## src/rtl/cmac_aes128_ctrl.sv

```systemverilog
// rtl/cmac_aes128_ctrl.sv - AES-CMAC mode controller driving an iterative AES-128 core
module cmac_aes128_ctrl #(
  parameter int AES_LAT = 44
) (
  input  logic         CLK,
  input  logic         Rst,
  input  logic         key_ld,
  input  logic [127:0] key_in,
  input  logic         msg_valid,
  output logic         msg_ready,
  input  logic [127:0] msg_data,
  input  logic         msg_last,
  input  logic [4:0]   msg_bytes,
  output logic         tag_valid,
  output logic [127:0] tag,
  output logic         busy,
  output logic         aes_ld,
  output logic [127:0] aes_key,
  output logic [127:0] aes_text,
  input  logic [127:0] aes_out
);

  typedef enum logic [2:0] {
    IDLE     = 3'd0,
    SUBKEY   = 3'd1,
    WAIT_MSG = 3'd2,
    ENC      = 3'd3,
    TAG      = 3'd4
  } state_t;

  localparam logic [7:0] LAT = 8'(AES_LAT);

  state_t       state, state_d;
  logic [127:0] k1_q, k2_q, x_q;
  logic [127:0] k1_d, k2_d;
  logic [127:0] padded, y_d;
  logic [4:0]   n_bytes;
  logic [7:0]   cnt_q;
  logic         last_q;
  logic         accept, launch, core_done;

  // GF(2^128) doubling used for subkey derivation
  function automatic logic [127:0] dbl(input logic [127:0] v);
    dbl = {v[126:0], 1'b0} ^ (v[127] ? 128'h87 : 128'h0);
  endfunction

  assign k1_d      = dbl(aes_out);
  assign k2_d      = dbl(k1_d);
  assign core_done = (cnt_q == LAT);
  assign busy      = (state == SUBKEY) || (state == ENC) || (state == TAG);

  // State register
  always_ff @(posedge CLK or posedge Rst) begin
    if (Rst) state <= IDLE;
    else     state <= state_d;
  end

  // Next state, handshake and core launch; key_ld overrides everything
  always_comb begin
    state_d   = state;
    launch    = 1'b0;
    accept    = 1'b0;
    msg_ready = 1'b0;
    case (state)
      IDLE:     ;
      SUBKEY:   if (core_done) state_d = WAIT_MSG;
      WAIT_MSG: begin
        msg_ready = 1'b1;
        if (msg_valid) begin
          accept  = 1'b1;
          launch  = 1'b1;
          state_d = ENC;
        end
      end
      ENC:      if (core_done) state_d = last_q ? TAG : WAIT_MSG;
      TAG:      state_d = WAIT_MSG;
      default:  state_d = IDLE;
    endcase
    if (key_ld) begin
      state_d   = SUBKEY;
      launch    = 1'b1;
      accept    = 1'b0;
      msg_ready = 1'b0;
    end
  end

  // Final-block padding and chaining XOR feeding the core
  always_comb begin
    n_bytes = (msg_bytes > 5'd16) ? 5'd16 : msg_bytes;
    padded  = '0;
    for (int i = 0; i < 16; i++) begin
      if (5'(i) < n_bytes)       padded[127-8*i -: 8] = msg_data[127-8*i -: 8];
      else if (5'(i) == n_bytes) padded[127-8*i -: 8] = 8'h80;
    end
    if (!msg_last)             y_d = x_q ^ msg_data;
    else if (n_bytes == 5'd16) y_d = x_q ^ msg_data ^ k1_q;
    else                       y_d = x_q ^ padded ^ k2_q;
  end

  // Datapath: key/text to core, latency counter, subkeys, chain and tag
  always_ff @(posedge CLK or posedge Rst) begin
    if (Rst) begin
      aes_ld    <= 1'b0;
      aes_key   <= '0;
      aes_text  <= '0;
      tag       <= '0;
      tag_valid <= 1'b0;
      k1_q      <= '0;
      k2_q      <= '0;
      x_q       <= '0;
      cnt_q     <= '0;
      last_q    <= 1'b0;
    end else begin
      aes_ld    <= launch;
      tag_valid <= 1'b0;
      if (launch)              cnt_q <= '0;
      else if (cnt_q != 8'hff) cnt_q <= cnt_q + 8'd1;
      if (key_ld) begin
        aes_key  <= key_in;
        aes_text <= '0;
        x_q      <= '0;
        last_q   <= 1'b0;
      end else begin
        case (state)
          SUBKEY: if (core_done) begin
            k1_q <= k1_d;
            k2_q <= k2_d;
            x_q  <= '0;
          end
          WAIT_MSG: if (accept) begin
            aes_text <= y_d;
            last_q   <= msg_last;
          end
          ENC: if (core_done) begin
            x_q <= aes_out;
            if (last_q) begin
              tag       <= aes_out;
              tag_valid <= 1'b1;
            end
          end
          TAG:     x_q <= '0;
          default: ;
        endcase
      end
    end
  end

endmodule

```

## config.mk

```make
export PLATFORM = sky130hd
export DESIGN_NAME = cmac_aes128_ctrl
export DESIGN_NICKNAME = d
export VERILOG_FILES = /design/src/rtl/cmac_aes128_ctrl.sv
export SDC_FILE = /design/constraint.sdc
export NUM_CORES = 2
export LEC_CHECK = 0
export CORE_AREA = 2 2 305 307
export CTS_CLUSTER_DIAMETER = 40
export CTS_CLUSTER_SIZE = 24
export DETAILED_ROUTE_END_ITERATION = 6
export DIE_AREA = 0 0 307 309
export PLACE_DENSITY = 0.68
export SYNTH_ARGS = -nofsm -noshare
export SYNTH_HDL_FRONTEND = slang
export SYNTH_SLANG_ARGS = --single-unit
```

## constraint.sdc

```tcl
create_clock -name CLK -period 43.6 [get_ports CLK]
set_clock_uncertainty 0.15 [all_clocks]
set_input_delay 8.72 -clock CLK [delete_from_list [all_inputs] [get_ports CLK]]
set_output_delay 8.72 -clock CLK [all_outputs]
set_load 0.02 [all_outputs]
```

==> metrics.md <==
| Metric | Value |
|---|---|
| Cell taking the most area after synthesis | `dfrtp_1` |
| Synthesized flop and latch total | `657` |
| Routability Congestion | `0.845` |
| Fin. Hold Viols | `0` |
| # resized after CTS | `0` |
| Final instance area | `45600 um2` |
| Req. time, crit path | `34730 ps` |
| Final HPWL DP | `84.8 mm` |
| Met2 GRT Util | `0.427` |
| Core area | `91400 um2` |
| Number of flops mapped to enable cells by yosys | `0` |
| Syn Inst Count | `3326` |
| Most used DFF post-synth | `dfrtp_1` |
| Synth area leaders | `dfrtp_1 51%, nand2_1 9.5%, mux2_2 7.1%` |
| Row count | `111` |
| DR vias/cell | `5.29` |
| Largest net degree at the start of global routing | `166` |
| # setup viols final | `0` |
| PwrDens | `40.1 nW/um2` |
| Unrepaired setup endpoints after global routing | `no` |
| Max Cap Viol | `0` |
| Vias after detailed routing | `28300` |
| Drt first pass iters | `7` |
| Synthesized area | `32500 um2` |
| CTS Buffer Depth | `3` |
| Cts bufs inserted | `118` |
| Hold path cells | `2` |
| Met1 usage | `0.293` |
| Worst slew margin | `0.226` |
| Leak Pwr | `20.1 nW` |
| Mean area per synthesized cell | `9.78 um2` |
| GR Overflow Total | `0` |
| Hold EP | `aes_text[106]` |
| PortBufs | `781` |
| Yosys top cell area share | `0.505` |
| Clk Latency, worst-skew pair | `720 ps` |
| Pre-CTS setup slack | `24200 ps` |
| Drt wl/cell | `23.1 um` |
| Synth Area in Compound Gates | `0.137` |
| Hold slack | `314 ps` |
| First-pass GRT wire length | `182 mm` |
| Number of global-route vias before repair | `27900` |
| Sink Count | `657` |
| Critical path class | `in -> out` |
| Worst Path Max Fanout | `31` |
| Area after DPL | `41100 um2` |
| Synth Area in Simple Gates | `0.170` |
| Clock Root Buffer | `clkbuf_16` |
| Clock slew at reported path FFs | `50 ps` |
| Fin crit share | `0.446` |
| CP endpoint kind | `output port` |
| Post-Synth XOR/XNOR Area | `0.0549` |
| Layer with the highest usage | `met2` |
| CP arrival | `10580 ps` |
| Cts hold-fix bufs | `0` |
| Share of layout cells above drive strength 1 | `0.118` |
| Initial drt markers | `1933` |
| Cell variety after synth | `73` |
| CTS tree | `yes` |
| Final Max Slew Viols | `0` |
| Die height | `309 um` |
| TNS Setup | `0 ps` |
| Antenna violations before repair | `45` |
| Period minus WS final | `19450 ps` |
| Worst r2r src | `state[2]` |
| Antenna-violating nets left | `0` |
| Reg2reg path depth | `7` |
| R2R setup slack | `40150 ps` |
| Setup crit start kind | `input port` |
| Mux cell area share after synthesis | `0.0878` |
| VDD IR max | `0.0340 mV` |
| Reg-to-Reg End | `tag[59]` |
| Async S/R FF share, synth | `1.00` |
| # Post-CTS Setup Buffers | `0` |
| Violated checks | `design-rule violations` |
| Adder-Cell Fraction of Synth Area | `0.000769` |
| Met3 usage | `0.0803` |
| YS warnings | `0` |
| Initial Util | `0.356` |
| H-tree levels | `3` |
| Full die area | `94900 um2` |
| Status | `finished, violations left` |
| Post-route setup slack | `24150 ps` |
| Hold Crit Start | `aes_text[106]` |
| Gr usage total | `0.253` |
| Worst slew pin tran | `1160 ps` |
| Fin nets | `4433` |
| Hold crit path type | `reg -> reg` |
| I/O pin cnt | `782` |
| Area grow syn2layout | `40.1%` |
| Seq/Total Area, Yosys | `0.505` |
| Main combinational cell family by area after synthesis | `simple AND/OR/NAND/NOR gates` |
| Achievable frequency | `51.4 MHz` |
| Die Width | `307 um` |
| DRC | `3` |
| Total wire length | `123 mm` |
| CP startpoint | `key_ld` |
| Synthesized net count | `3722` |
==> metal layers <==
layer / share of wire / up-vias
met3: 0.083 / 251
met2: 0.49 / 988
met1: 0.38 / 14000
met5: 0.0018 / -
met4: 0.042 / 34
li1: - / 13100
==> how the worst max path moves through the flow <==
stage | end | slack (ps) | depth (start not counted)
6_report | msg_ready | 24150 | 3
5_1_grt | msg_ready | 24140 | 3
4_1_cts | msg_ready | 24200 | 3
3_5_place_dp | msg_ready | 24200 | 3
3_3_place_gp | msg_ready | 24200 | 3
2_1_floorplan | aes_key[0] | 16320 | 1
==> cell usage after synthesis, drive strengths merged, types with 16 or more instances <==
cell	count
o221ai	19
a31oi	25
nand2b	46
nand3	51
a21oi	70
a311oi	26
inv	77
clkbuf	117
dfrtp	657
a221oi	26
o21ai	362
nand2	822
mux2	250
nand3b	50
a211oi	32
nor2b	19
nor2	54
a22o	24
buf	111
or3	17
nand4b	22
xnor2	98
a32o	16
xor2	106
==> cells by family after synthesis <==
| kind of cell | count (synthesis) |
|---|---|
| muxes | 254 |
| buffers and inverters | 306 |
| xor gates and xnor gates | 204 |
| AOI/OAI and AO/OA | 712 |
| and+or+nand+nor | 1191 |
| DFF | 657 |
| adders and majority gates | 2 |
==> power breakdown <==
group	leakage, nW	internal (mW)	switching, mW
combinational	9.14	0.0827	0.0991
clock	2.11	0.655	0.360
sequential	8.85	0.623	0.00738
total	20.1	1.36	0.467
==> layout by cell type (no fill, tap or decap), types with 19 or more instances in the layout <==
cell type | synthesis | layout
clkbuf_16 | 0 | 118
a31oi_1 | 25 | 25
clkdlybuf4s50_1 | 0 | 774
nand2b_1 | 46 | 45
xor2_1 | 106 | 106
inv_1 | 77 | 75
nand4b_1 | 22 | 22
mux2_2 | 204 | 204
a22o_1 | 24 | 24
bufinv_16 | 0 | 22
nand3b_1 | 50 | 50
a211oi_1 | 32 | 32
mux2_1 | 46 | 46
nand2_1 | 822 | 821
dfrtp_1 | 657 | 657
buf_4 | 15 | 36
a21oi_1 | 68 | 67
a311oi_1 | 25 | 25
a221oi_1 | 26 | 26
o21ai_0 | 325 | 325
xnor2_1 | 98 | 98
nand3_1 | 50 | 49
o21ai_1 | 37 | 37
o221ai_1 | 19 | 19
nor2_1 | 53 | 53
diode_2 | 0 | 21
==> final cells by class <==
type	count	area, um2
well taps	1186	1480
inverters	78	305
diodes	21	52.6
multi-input cells	2363	14700
flip-flops and latches	657	16400
repair buffers	819	8120
clock buffers	137	3130
clock inverters	88	1290
fillers	8240	45800
==> flip-flops by register name, summed over array words and instances (netlist names), 3 cells and up <==
signal    count
tag         128
state         3
cnt_q         8
k2_q          4
aes_key     128
aes_text    128
k1_q        127
x_q         128
==> critical path, cell delays in order <==
cell and delay [ps]:
buf_6 190, nor4b_1 870, clkdlybuf4s50_1 770
==> stage by stage <==
stage	power, mW	utilization	std cells
after CTS	1.84	0.498	5328
after global routing	1.89	0.499	5347
final	1.83	0.499	5349
after global placement	0.820	0.450	5103
after floorplan	0.726	-	3326
after detailed placement	0.822	0.450	5103
No activity file was read; power rests on OpenSTA's default activity.
